## src/rtl/btn_pkg.sv

```systemverilog
// Shared state encoding and default timing for the push-button conditioning path.
package btn_pkg;

  typedef enum logic [1:0] {
    S_IDLE   = 2'd0,
    S_DB_ON  = 2'd1,
    S_HELD   = 2'd2,
    S_DB_OFF = 2'd3
  } state_t;

  // Defaults assume the 125 MHz board clock.
  localparam int DEF_CNT_W      = 27;
  localparam int DEF_DB_CYCLES  = 1250000;
  localparam int DEF_REP_DELAY  = 62500000;
  localparam int DEF_REP_PERIOD = 12500000;

endpackage

```

## src/rtl/btn_channel.sv

```systemverilog
// One button: 2-FF synchronizer, debounce FSM and auto-repeat timer.
module btn_channel
  import btn_pkg::*;
#(
  parameter int CNT_W      = DEF_CNT_W,
  parameter int DB_CYCLES  = DEF_DB_CYCLES,
  parameter int REP_DELAY  = DEF_REP_DELAY,
  parameter int REP_PERIOD = DEF_REP_PERIOD
) (
  input  logic clk,
  input  logic rst,
  input  logic btn_raw,
  input  logic rep_en,
  output logic btn_level,
  output logic press,
  output logic rel,
  output logic rpt
);

  localparam logic [CNT_W-1:0] DB_LAST    = CNT_W'(DB_CYCLES - 1);
  localparam logic [CNT_W-1:0] REP_D_LAST = CNT_W'(REP_DELAY - 1);
  localparam logic [CNT_W-1:0] REP_P_LAST = CNT_W'(REP_PERIOD - 1);
  localparam logic [CNT_W-1:0] CNT_ONE    = CNT_W'(1);

  logic             sync1, sync2;
  state_t           state, state_nxt;
  logic [CNT_W-1:0] dcnt, dcnt_nxt;
  logic [CNT_W-1:0] rcnt, rcnt_nxt;
  logic             rep_first, rep_first_nxt;
  logic             level_nxt, press_nxt, rel_nxt, rpt_nxt;

  always_ff @(posedge clk or negedge rst) begin
    if (!rst) begin
      sync1 <= 1'b0;
      sync2 <= 1'b0;
    end else begin
      sync1 <= btn_raw;
      sync2 <= sync1;
    end
  end

  always_ff @(posedge clk or negedge rst) begin
    if (!rst) begin
      state     <= S_IDLE;
      dcnt      <= '0;
      rcnt      <= '0;
      rep_first <= 1'b1;
      btn_level <= 1'b0;
      press     <= 1'b0;
      rel       <= 1'b0;
      rpt       <= 1'b0;
    end else begin
      state     <= state_nxt;
      dcnt      <= dcnt_nxt;
      rcnt      <= rcnt_nxt;
      rep_first <= rep_first_nxt;
      btn_level <= level_nxt;
      press     <= press_nxt;
      rel       <= rel_nxt;
      rpt       <= rpt_nxt;
    end
  end

  // rep_first selects the initial delay versus the steady repeat period.
  always_comb begin
    state_nxt     = state;
    dcnt_nxt      = dcnt;
    rcnt_nxt      = rcnt;
    rep_first_nxt = rep_first;
    level_nxt     = btn_level;
    press_nxt     = 1'b0;
    rel_nxt       = 1'b0;
    rpt_nxt       = 1'b0;
    case (state)
      S_IDLE: begin
        if (sync2) begin
          state_nxt = S_DB_ON;
          dcnt_nxt  = '0;
        end
      end
      S_DB_ON: begin
        if (!sync2) begin
          state_nxt = S_IDLE;
        end else if (dcnt == DB_LAST) begin
          state_nxt     = S_HELD;
          level_nxt     = 1'b1;
          press_nxt     = 1'b1;
          rcnt_nxt      = '0;
          rep_first_nxt = 1'b1;
        end else begin
          dcnt_nxt = dcnt + CNT_ONE;
        end
      end
      S_HELD: begin
        if (!sync2) begin
          state_nxt = S_DB_OFF;
          dcnt_nxt  = '0;
        end else if (!rep_en) begin
          rcnt_nxt      = '0;
          rep_first_nxt = 1'b1;
        end else if (rcnt == (rep_first ? REP_D_LAST : REP_P_LAST)) begin
          rpt_nxt       = 1'b1;
          rcnt_nxt      = '0;
          rep_first_nxt = 1'b0;
        end else begin
          rcnt_nxt = rcnt + CNT_ONE;
        end
      end
      S_DB_OFF: begin
        if (sync2) begin
          state_nxt     = S_HELD;
          rcnt_nxt      = '0;
          rep_first_nxt = 1'b1;
        end else if (dcnt == DB_LAST) begin
          state_nxt = S_IDLE;
          level_nxt = 1'b0;
          rel_nxt   = 1'b1;
        end else begin
          dcnt_nxt = dcnt + CNT_ONE;
        end
      end
      default: state_nxt = S_IDLE;
    endcase
  end

endmodule

```

## src/rtl/btn_conditioner.sv

```systemverilog
// Push-button front end: NUM_BTN independent debounced channels on the fast clock.
module btn_conditioner
  import btn_pkg::*;
#(
  parameter int NUM_BTN    = 4,
  parameter int CNT_W      = DEF_CNT_W,
  parameter int DB_CYCLES  = DEF_DB_CYCLES,
  parameter int REP_DELAY  = DEF_REP_DELAY,
  parameter int REP_PERIOD = DEF_REP_PERIOD
) (
  input  logic               clk,
  input  logic               rst,
  input  logic [NUM_BTN-1:0] btn_raw,
  input  logic [NUM_BTN-1:0] rep_en,
  output logic [NUM_BTN-1:0] btn_level,
  output logic [NUM_BTN-1:0] press,
  output logic [NUM_BTN-1:0] rel,
  output logic [NUM_BTN-1:0] rpt
);

  for (genvar i = 0; i < NUM_BTN; i++) begin : g_ch
    btn_channel #(
      .CNT_W     (CNT_W),
      .DB_CYCLES (DB_CYCLES),
      .REP_DELAY (REP_DELAY),
      .REP_PERIOD(REP_PERIOD)
    ) u_ch (
      .clk      (clk),
      .rst      (rst),
      .btn_raw  (btn_raw[i]),
      .rep_en   (rep_en[i]),
      .btn_level(btn_level[i]),
      .press    (press[i]),
      .rel      (rel[i]),
      .rpt      (rpt[i])
    );
  end

endmodule

```

## config.mk

```make
export PLATFORM = sky130hd
export DESIGN_NAME = btn_conditioner
export DESIGN_NICKNAME = d
export VERILOG_FILES = /design/src/rtl/btn_pkg.sv /design/src/rtl/btn_channel.sv /design/src/rtl/btn_conditioner.sv
export SDC_FILE = /design/constraint.sdc
export NUM_CORES = 1
export LEC_CHECK = 0
export BUFFER_PORTS_ARGS = -buffer_cell sky130_fd_sc_hd__buf_4
export CAP_MARGIN = 20
export CORE_MARGIN = 1
export CORE_UTILIZATION = 48
export DETAILED_ROUTE_END_ITERATION = 12
export SLEW_MARGIN = 25
export SYNTH_ARGS = -nofsm -noshare
export SYNTH_HDL_FRONTEND = slang
export SYNTH_SLANG_ARGS = --single-unit
```

## constraint.sdc

```tcl
create_clock -name clk -period 3.7 [get_ports clk]
set_input_delay 0.74 -clock clk [delete_from_list [all_inputs] [get_ports clk]]
set_output_delay 0.74 -clock clk [all_outputs]
set_load 0.05 [all_outputs]
```

* Yosys cells after proc, flatten, opt, wreduce, memory -nomap -nowiden
Cells that the tools add are included.
Word-level totals: output and inout bits 16, word-level logic and storage cells 300, register bits 252
Operators by class: eq/ne operators 64, add/sub/neg operators 8, reduce and logical (&&, ||, !) cells 32, multiplexer cells 156
Operators with widths (count):
- 27-bit two-way mux | 40
- 27-bit one-hot mux with 4 select lines | 4
- 27-bit one-hot mux with 3 select lines | 4
- 27-bit by 1-bit adder with 27-bit output, second input constant | 8
- 27-bit by 21-bit equality test with 1-bit output, second input constant | 4
- 27-bit equality test | 4
- 26-bit two-way mux | 4
- 1-bit two-way mux | 68
- 2-bit two-way mux | 24
- 2-bit by 1-bit != test with 1-bit output, second input constant | 24
- 5-bit AND reduction | 8
- 2-bit one-hot mux with 4 select lines | 4
- 4-bit AND reduction | 8
- 6-bit AND reduction | 4
- 2-bit equality test, second input constant | 8
- 2-bit != test, second input constant | 8
- 3-bit by 1-bit != test with 1-bit output, second input constant | 4
- 3-bit by 2-bit != test with 1-bit output, second input constant | 4
- 3-bit != test, second input constant | 4
- 1-bit one-hot mux with 3 select lines | 4
- 3-bit nonzero test | 4
- 2-bit by 1-bit equality test with 1-bit output, second input constant | 4
- 2-bit zero test | 4
- 1-bit one-hot mux with 2 select lines | 4
- 2-bit nonzero test | 4

* Longest topological paths before layout
Gate-level depths: netlist of the first run.
word-level depth 6, depth in mapped cells 9, gate-level depth less buffers 6

* Modules after synthesis
A second synthesis of the first run with hierarchy kept.
Second synthesis, totals: cell total of the unflattened synthesis 1602, area, all modules 14552.7 um^2
By module, submodules not included:
- btn_channel (g_ch[0].u_ch ...) | cells each 394, times used 3, area each 3604.7 um^2
- btn_channel (g_ch[3].u_ch) | cells each 420, times used 1, area each 3738.6 um^2

* Worst setup path after synthesis of the first run
Ideal clock, no wire load.
path kind register to register, start point reg g_ch[2].u_ch.dcnt[21], end point reg g_ch[2].u_ch.rcnt[16], period minus slack after synthesis 2261 ps, path buffers 1, setup slack 1439 ps, required time 3579 ps, arrival 2140 ps, library setup time 121 ps, stages on the path, launching flop included 7, cell sequence dfrtp_1 or4_1 or4_4 o31ai_4 buf_6 o31ai_2 a22o_1
Between the ends: cells in the longest elaborated chain, start to end 3
RTL lines:
- start: declaration | RTL line btn_channel.sv:27 | logic [CNT_W-1:0] dcnt, dcnt_nxt;
- start signal: assignment | RTL line btn_channel.sv:54 | dcnt <= dcnt_nxt;
- 27-bit by 21-bit equality test with 1-bit output | RTL line btn_channel.sv:84 | end else if (dcnt == DB_LAST) begin
- 2-bit by 1-bit != test with 1-bit output (no source line)
- 5-bit AND reduction (no source line)
- end signal: assignment | RTL line btn_channel.sv:55 | rcnt <= rcnt_nxt;
- end: declaration | RTL line btn_channel.sv:28 | logic [CNT_W-1:0] rcnt, rcnt_nxt;
No other way between the ends. A chain may end at the register's enable or synchronous reset.

* Worst setup path after layout of the first run
start point reg g_ch[3].u_ch.dcnt[22], end point reg g_ch[3].u_ch.rcnt[25]
Between the ends: cells in the longest elaborated chain, start to end 3
RTL lines (RTL line):
- start: declaration | btn_channel.sv:27
- start signal: assignment | btn_channel.sv:54
- 27-bit by 21-bit equality test with 1-bit output | btn_channel.sv:84
- 2-bit by 1-bit != test with 1-bit output (no source line)
- 5-bit AND reduction (no source line)
- end signal: assignment | btn_channel.sv:55
- end: declaration | btn_channel.sv:28
No other way between the ends.

==> results of run 1 <==
-- per-stage QoR --
stage	util, %	hold WS [ns]	instance area, um2
detailed placement	50.18	0.3410	15350
global route	53.36	0.2638	16320
CTS	53.33	0.2431	16310
finish	53.36	0.2007	16320
global placement	50.18	0.3325	15350
floorplan	-	0.3312	14900
-- cells in the mapped netlist (8+ instances only) --
library cell	n
sky130_fd_sc_hd__and4_1	16
sky130_fd_sc_hd__nand3b_1	9
sky130_fd_sc_hd__nand4_1	57
sky130_fd_sc_hd__clkbuf_1	73
sky130_fd_sc_hd__and3_1	60
sky130_fd_sc_hd__mux2_2	12
sky130_fd_sc_hd__nor4bb_1	9
sky130_fd_sc_hd__inv_1	58
sky130_fd_sc_hd__o221ai_1	9
sky130_fd_sc_hd__nor4_1	40
sky130_fd_sc_hd__o32ai_1	24
sky130_fd_sc_hd__xnor2_1	17
sky130_fd_sc_hd__nor4b_1	15
sky130_fd_sc_hd__nand2b_1	11
sky130_fd_sc_hd__dfrtp_1	248
sky130_fd_sc_hd__nand2_1	154
sky130_fd_sc_hd__a31o_2	20
sky130_fd_sc_hd__xor2_1	20
sky130_fd_sc_hd__ha_1	8
sky130_fd_sc_hd__nand3_1	83
sky130_fd_sc_hd__nor2_1	110
sky130_fd_sc_hd__nor2b_1	22
sky130_fd_sc_hd__a32oi_1	9
sky130_fd_sc_hd__a22o_1	63
sky130_fd_sc_hd__a21o_1	10
sky130_fd_sc_hd__nor3_1	60
sky130_fd_sc_hd__or2_2	10
sky130_fd_sc_hd__or4_1	30
sky130_fd_sc_hd__buf_2	17
sky130_fd_sc_hd__or3_1	25
sky130_fd_sc_hd__o31ai_1	80
sky130_fd_sc_hd__o311ai_0	8
sky130_fd_sc_hd__o21ai_0	54
sky130_fd_sc_hd__a221o_1	8
sky130_fd_sc_hd__a31oi_1	13
sky130_fd_sc_hd__buf_4	18
sky130_fd_sc_hd__and2_1	19
sky130_fd_sc_hd__a21oi_1	31
sky130_fd_sc_hd__o211ai_1	8
-- layer usage --
metal	vias to the layer above	GRT usage (%)	share of wire, %
met2	219	35.13	46
met4	0	5.544	1.8
met5	-	0	0
li1	6224	-	-
met1	6288	32.11	49
met3	51	2.451	3.4
-- sequential cells by signal, summed over array words and instances, names as in the netlist, named ones only --
register	count
g_ch.u_ch.rel	4
g_ch.u_ch.rpt	4
g_ch.u_ch.state	4
g_ch.u_ch.dcnt	108
g_ch.u_ch.press	4
g_ch.u_ch.rcnt	108
g_ch.u_ch.btn_level	4
g_ch.u_ch.rep_first	4
g_ch.u_ch.sync2	4
g_ch.u_ch.sync1	4
-- path summary, 6_finish.rpt --
path / to / start / slack, ns
setup / recovery: g_ch[3].u_ch.rcnt[25] / g_ch[3].u_ch.dcnt[22] / 0.84
hold / removal: g_ch[2].u_ch.rcnt[6] / rst / 0.20
setup reg to reg: g_ch[3].u_ch.rcnt[25] / g_ch[3].u_ch.dcnt[22] / 0.84
hold reg to reg: g_ch[2].u_ch.sync2 / g_ch[2].u_ch.sync1 / 0.35
max in group asynchronous: g_ch[3].u_ch.rep_first / rst / 2.59
min in group clk: g_ch[3].u_ch.sync1 / btn_raw[3] / 0.29
-- final cells by class --
cell class,instances,area (um2),area share [%]
multi-input cells,1221,7896,48.38
flip-flops and latches,252,6311,38.67
clock buffers,44,844.6,5.174
well taps,396,495.5,3.036
repair buffers,54,437.9,2.683
inverters,58,217.7,1.334
clock inverters,8,118.9,0.7282
-- logic make-up after synthesis --
logic type / count (synthesis) / synth area share [%]
buffers and inverters: 172 / 5.031
adder cells (fa/ha/maj): 8 / 0.6719
flip-flops: 252 / 42.36
AND/OR/NAND/NOR: 763 / 28.33
XOR/XNOR: 37 / 2.175
AO/OA/AOI/OAI: 395 / 20.12
multiplexers: 18 / 1.310
-- power by group --
| group | switching, uW | internal, uW |
|---|---|---|
| registers | 48.2 | 2790 |
| logic | 133 | 65.2 |
| clock network | 1160 | 1770 |
| total | 1340 | 4630 |
==> impl_summary.txt, run 1 <==
----------------------------------------------------
[Outcome]
  Result of the run ... finished clean

[STA]
  Worst setup skew after layout ... 0.01137 ns
  Final total negative setup slack ... 0 ns
  Final worst setup slack ... approximately 0.84 ns
  Worst rel slew slack ... 37.19%
  Number of hold violations in the final report ... 0
  Final setup violation count ... 0
  Share of the clock period used by the worst path ... between 70% and 80%
  Max Slew Vio Count ... 0
  Maximum clock frequency ... between 300 and 400 MHz
  RSZ-0062 raised after global routing ... no
  Worst Max-Slew Pin Slew ... 0.9421 ns
  Shortest clock period the worst path allows after layout ... 2.862 ns

[CTS]
  Insertion delay of the later-clocked pin in the worst-skew pair ... 0.55 ns
  Root Buffer ... sky130_fd_sc_hd__clkbuf_16
  Clock Pin Slew Worst Setup and Hold Paths ... 0.06 ns
  # hold bufs at CTS ... 0
  Maximum number of buffers from clock root to sink ... 3
  TritonCTS clock tree ... yes
  Clock sinks ... approximately 250
  Post-CTS Repair Setup Buffers ... 0
  TritonCTS Buffers ... 30
  Post-CTS Resized ... 0
  # H-tree levels ... 1

[Layout]
  Growth of design area from synthesis to finish ... 9.557%
  Commonest non-fill, non-tap cell in the layout ... sky130_fd_sc_hd__dfrtp_1
  Fill cell instance count of the final layout ... 2818
  Diode insertion count for antenna repair ... 0
  Ratio of cells with drive above 1 in the final layout ... between 10% and 20%
  Most frequent cells in the layout ... 248 x sky130_fd_sc_hd__dfrtp_1, 154 x sky130_fd_sc_hd__nand2_1, 110 x sky130_fd_sc_hd__nor2_1
  Post-Layout Cell Count ... 2033
  Nets@finish ... 1635

[Synthesis]
  Post-Syn Area per Cell ... ~9.1 um2
  Synthesized instance count ... 1645
  Number of flip-flops and latches in the synthesized netlist ... roughly 250
  Top cells by area in the synthesized netlist ... sky130_fd_sc_hd__dfrtp_1 42%, sky130_fd_sc_hd__o31ai_1 4.0%, sky130_fd_sc_hd__nand2_1 3.9%, sky130_fd_sc_hd__a22o_1 3.7%, sky130_fd_sc_hd__nand3_1 2.8%
  Fraction of synthesis flops using an asynchronous set or reset pin ... 100.0%
  Syn Std Cell Area ... 14900 um2
  Number of flops mapped to enable cells by yosys ... 0
  Distinct cell type count after synthesis ... 80
  Synth area leader ... sky130_fd_sc_hd__dfrtp_1
  Share of synthesized area occupied by flip-flops and latches ... 42.36%
  Fraction of synthesized cell area taken by the top area cell type ... 41.66%
  Ys flop type ... sky130_fd_sc_hd__dfrtp_1
  Number of nets in the synthesized netlist ... 1663
  Number of warnings printed during yosys synthesis ... 0

[Critical path]
  CP cell instances ... or4b_1 > nor4_1 > a22oi_1 > buf_4 > nor3_2 > buf_4 > a31o_2
  Number of buffer and inverter stages on the critical path ... 2
  Capturing element type of the critical path ... flop
  Worst stage delay on the critical path ... 0.57 ns
  Arr. time, crit path ... 3.36 ns
  Cell with the largest stage delay on the worst path ... sky130_fd_sc_hd__nor3_2
  Worst Reg2Reg Path Length in Cells ... 7
  Number of gates on the worst path with buffers counted ... 7
  Crit-path leading delay family ... simple AND/OR/NAND/NOR gates
  Setup CP Type ... reg -> reg
  Highest net fanout along the worst path ... 13
  Most frequent cell on the critical path ... sky130_fd_sc_hd__buf_4
  Kind of start point of the critical path ... flop
  Required arrival time at the worst endpoint ... 4.20 ns

[Power]
  Power per Cell Area ... 365.6 nW/um2
  Worst ir drop on vdd ... between 400 and 500 uV
  Final Total Pwr ... just under 6000 uW
  Leakage power summed over all cells ... between 0.006 and 0.007 uW

[Placed design]
  Input/output buffers ... 25
  Global placer's final weighted congestion ... 0.8307
  HPWL after detailed placement ... between 20000 and 25000 um
  Worst slack at placement ... 0.8554 ns
  DP Cell Count ... 1981

[Worst hold path]
  Type of the tightest min-delay check ... in -> async

[Routing]
  Final routed wirelength across all metal layers ... 34800 um
  DR DRC count ... 0
  Final ANT Viol Nets ... 0
  Mean routed wirelength per cell ... 17.12 um
  Total number of vias ... roughly 13000
  Violation count after the first detailed-route iteration ... 976
  DR pass1 iterations ... 5
  Post-DR vias/cell ... between 6 and 7

[Die]
  Initial core utilization ... 48.70%
  Die area ... 31750 um2
  Core Area ... about 31000 um2
  Number of placement rows ... 64
  Vertical extent of the die ... 178.2 um
  Die X ... 178.2 um
  Number of I/O pins ... 26

[Global route]
  First-pass GRT wire length ... 59160 um
  Largest net degree at the start of global routing ... 97
  Overall overflow remaining after global route ... 0
  Vias in the first global route ... 11800
  Total track usage ... about 22%
  Initial antenna violation count ... 0

[Run]
  Count of max-cap constraint violations ... 0

----------------------------------------------------
No activity file was read; power rests on OpenSTA's default activity.
==> run 2, diff against run 1 <==
ABC_AREA = 1   (was unset)
PLACE_DENSITY = 0.66   (was unset)
clock period = 2.3 ns   (was 3.7 ns; I/O delays follow)
==> run 2 against run 1 <==
Effect of this change:
- combinational power is 75% higher
- die area is 6.7% higher
- first-iteration DRC count is 15% higher
- register-to-register slack worse by 0.63 ns
- via count is 19% higher
- clock skew is 0.0073 ns higher
- sequential cell count stayed put
- utilization is 1.2 points higher
- worst hold slack worse by 0.0041 ns
- synthesized cell count is 48% higher
==> impl_summary.txt, run 2 <==
----------------------------------------------------
[Die]
  Core Area ... 32540 um2 (+6.4%)
  Vertical extent of the die ... 184.1 um (+3.3%)
  Number of placement rows ... 66 (+3.1%)
  Die X ... 184.1 um (+3.3%)
  Die area ... 33880 um2 (+6.7%)
  Number of I/O pins ... 26 (unchanged)
  Initial core utilization ... 48.90% (+0.20 points)

[Synthesis]
  Number of warnings printed during yosys synthesis ... 0 (unchanged)
  Fraction of synthesized cell area taken by the top area cell type ... 39.00% (-2.7 points)
  Number of nets in the synthesized netlist ... 2446 (+47%)
  Distinct cell type count after synthesis ... 42 (-48%)
  Synth area leader ... sky130_fd_sc_hd__dfrtp_1
  Top cells by count, synth ... 741 x sky130_fd_sc_hd__nand2_1, 387 x sky130_fd_sc_hd__nor2_1, 298 x sky130_fd_sc_hd__inv_1
  Number of flip-flops and latches in the synthesized netlist ... 252 (unchanged)
  Syn Std Cell Area ... 15910 um2 (+6.8%)
  Cell with the most instances after synthesis ... sky130_fd_sc_hd__nand2_1
  Synthesized instance count ... 2428 (+48%)
  Top cells by area in the synthesized netlist ... sky130_fd_sc_hd__dfrtp_1 39%, sky130_fd_sc_hd__nand2_1 17%, sky130_fd_sc_hd__nor2_1 9.1%, sky130_fd_sc_hd__inv_1 7.0%, sky130_fd_sc_hd__nand3_1 6.5%
  Ys flop type ... sky130_fd_sc_hd__dfrtp_1
  Share of synthesized area occupied by flip-flops and latches ... 39.66% (-2.7 points)
  Fraction of synthesis flops using an asynchronous set or reset pin ... 100.0% (unchanged)
  Post-Syn Area per Cell ... 6.553 um2 (-28%)
  Number of flops mapped to enable cells by yosys ... 0 (unchanged)

[Critical path]
  Capturing element type of the critical path ... flop
  Slack of the worst reg-to-reg path ... 0.21 ns (-0.63 ns)
  Arr. time, crit path ... 2.54 ns (-0.82 ns)
  Kind of start point of the critical path ... flop
  Cell with the largest stage delay on the worst path ... sky130_fd_sc_hd__dfrtp_1
  Worst Reg2Reg Path Length in Cells ... 11 (+4)
  Worst stage delay on the critical path ... 0.43 ns (-0.14 ns)
  Required arrival time at the worst endpoint ... 2.75 ns (-1.45 ns)
  Most frequent cell on the critical path ... sky130_fd_sc_hd__inv_2
  Setup CP Type ... reg -> reg
  Critical R2R Launch ... g_ch[1].u_ch.dcnt[0]
  CP cell instances ... ha_2 > inv_2 > nor2_4 > inv_2 > nor2_4 > nand3_2 > nand2_2 > buf_4 > inv_2 > nor2_1 > a21oi_1
  Reg-to-reg endpoint ... g_ch[1].u_ch.rcnt[0]
  Critical path launch point ... g_ch[1].u_ch.dcnt[0]
  Highest net fanout along the worst path ... 15 (+2)

[Layout]
  Commonest non-fill, non-tap cell in the layout ... sky130_fd_sc_hd__nand2_1
  Post-Layout Cell Count ... 2927 (+44%)
  Nets@finish ... 2483 (+52%)
  Most frequent cells in the layout ... 740 x sky130_fd_sc_hd__nand2_1, 387 x sky130_fd_sc_hd__nor2_1, 298 x sky130_fd_sc_hd__inv_1
  Diode insertion count for antenna repair ... 0 (unchanged)
  Growth of design area from synthesis to finish ... 11.54%
  Top Registers ... g_ch.u_ch.dcnt x108, g_ch.u_ch.rcnt x108
  Ratio of cells with drive above 1 in the final layout ... 6.318% (-3.9 points)

[Routing]
  Mean routed wirelength per cell ... 13.77 um (-20%)
  Final routed wirelength across all metal layers ... 40290 um (+16%)
  DR DRC count ... 0 (unchanged)
  Total number of vias ... 15270 (+19%)
  Post-DR vias/cell ... 5.218 (-17%)
  DR pass1 iterations ... 5 (unchanged)
  Violation count after the first detailed-route iteration ... 1123 (+15%)
  Final ANT Viol Nets ... 0 (unchanged)

[Worst hold path]
  Worst Hold End ... g_ch[1].u_ch.rcnt[26]
  Hold Path Depth ... 3
  Type of the tightest min-delay check ... in -> reg
  Startpoint of the most critical hold path ... rep_en[1]

[Power]
  Power per Cell Area ... 548.2 nW/um2 (+50%)
  Worst ir drop on vdd ... 646.6 uV (+57%)
  Final Total Pwr ... 9729 uW (+63%)
  Leakage power summed over all cells ... 0.008387 uW (+25%)

[STA]
  RSZ-0062 raised after global routing ... no
  Number of hold violations in the final report ... 0 (unchanged)
  Share of the clock period used by the worst path ... 90.81% (+13 points)
  Final setup violation count ... 0 (unchanged)
  Worst Max-Slew Pin Slew ... 0.5334 ns (-0.4087 ns)
  Worst rel slew slack ... 64.17% (+27 points)
  Final total negative setup slack ... 0 ns (unchanged)
  Max Slew Vio Count ... 0 (unchanged)
  Worst setup skew after layout ... 0.01862 ns (+0.007257 ns)
  Shortest clock period the worst path allows after layout ... 2.089 ns (-0.7731 ns)
  Maximum clock frequency ... 478.8 MHz (+37%)

[CTS]
  Insertion delay of the later-clocked pin in the worst-skew pair ... 0.57 ns (+0.02 ns)
  Root Buffer ... sky130_fd_sc_hd__clkbuf_16
  # H-tree levels ... 1 (unchanged)
  TritonCTS Buffers ... 30 (unchanged)
  Clock sinks ... 252 (unchanged)
  Maximum number of buffers from clock root to sink ... 3 (unchanged)
  Clock Pin Slew Worst Setup and Hold Paths ... 0.06 ns (about the same)
  TritonCTS clock tree ... yes

[Placed design]
  Input/output buffers ... 25 (unchanged)
  Global placer's final weighted congestion ... 0.9538 (+15%)
  HPWL after detailed placement ... 29780 um (+32%)
  DP Cell Count ... 2870 (+45%)

[Global route]
  Initial antenna violation count ... 0 (unchanged)
  Vias in the first global route ... 14140 (+20%)
  Largest net degree at the start of global routing ... 71 (-27%)
  Overall overflow remaining after global route ... 0 (unchanged)
  Total track usage ... 24.35% (+2.2 points)
  First-pass GRT wire length ... 68410 um (+16%)

[Run]
  Count of max-cap constraint violations ... 0 (unchanged)

[Outcome]
  Result of the run ... finished clean

----------------------------------------------------
-- run 2: cell types whose count changed after synthesis, sizes merged, moves of 63 or more --
cell	before	now
nand2	154	746
nor2	110	396
inv	58	306
nand3	83	209
o31ai	83	4
o21ai	60	129
a22o	63	0
-- run 2: repair_timing --
item,CTS,global route
gates resized for setup,0,4
hold endpoints to repair,48,0
hold buffers,5,0
buffers inserted,0,0
setup endpoints to repair,0,40
-- run 2: kinds of logic (layout without fill, tap and decap cells) --
kind of cell               after synthesis  in the layout  synth area share (%)
AOI/OAI and AO/OA                      211            211                 6.920
xor gates and xnor gates                33             33                 1.816
adders and majority gates                8              8                0.6291
buffers and inverters                  378            435                 9.908
DFF                                    252            252                 39.66
and+or+nand+nor                       1546           1546                 41.06
-- run 2: metal layers --
metal	wire length [um]	global-route usage [%]
met5	0	0
met2	18180	39.64
met1	19640	34.57
met3	1681	2.615
met4	786	5.967
-- run 2: cell type report --
class	count	area (um2)
Clock buffer	40	858.3
Clock inverter	12	151.4
Fill cell	3267	14790
Inverter	308	1156
Multi-Input combinational cell	1798	8043
Sequential cell	252	6311
Tap cell	442	553.0
Timing Repair Buffer	75	674.4
-- run 2: critical path, delay by kind of cell, from the launching register on --
family | cells | cell delay (ns)
buffers and inverters | 4 | 0.51
and+or+nand+nor | 5 | 0.69
adders and majority gates | 1 | 0.28
DFF | 1 | 0.43
AOI/OAI and AO/OA | 1 | 0.05
-- run 2: worst max path at each step --
stage | to | slack, ns | cells past startpoint
CTS | g_ch[1].u_ch.rcnt[14] | 0.12 | 12
finish | g_ch[1].u_ch.rcnt[0] | 0.21 | 11
global placement | g_ch[1].u_ch.rcnt[0] | 0.18 | 11
floorplan | g_ch[2].u_ch.rcnt[16] | 0.49 | 12
global route | g_ch[3].u_ch.rcnt[12] | 0.004 | 8
detailed placement | g_ch[1].u_ch.rcnt[14] | 0.13 | 12
-- run 2: power by group --
group / internal, uW / switching [uW] / total [uW]
clock: 2930 / 1930 / 4860
combinational: 98.9 / 248 / 347
sequential: 4470 / 45.8 / 4520
total: 7500 / 2220 / 9730
-- run 2: per-stage QoR --
| step | hold WS, ns | cell area [um2] | util, % | setup WS [ns] |
|---|---|---|---|---|
| 6_report | 0.1967 | 17750 | 54.55 | 0.2113 |
| 2_1_floorplan | 0.1644 | 15910 | - | 0.4860 |
| 3_5_place_dp | 0.3471 | 16680 | 51.25 | 0.1255 |
| 4_1_cts | 0.1835 | 17740 | 54.51 | 0.1197 |
| 3_3_place_gp | 0.3360 | 16680 | 51.25 | 0.1847 |
| 5_1_grt | 0.1955 | 17750 | 54.55 | 0.004158 |
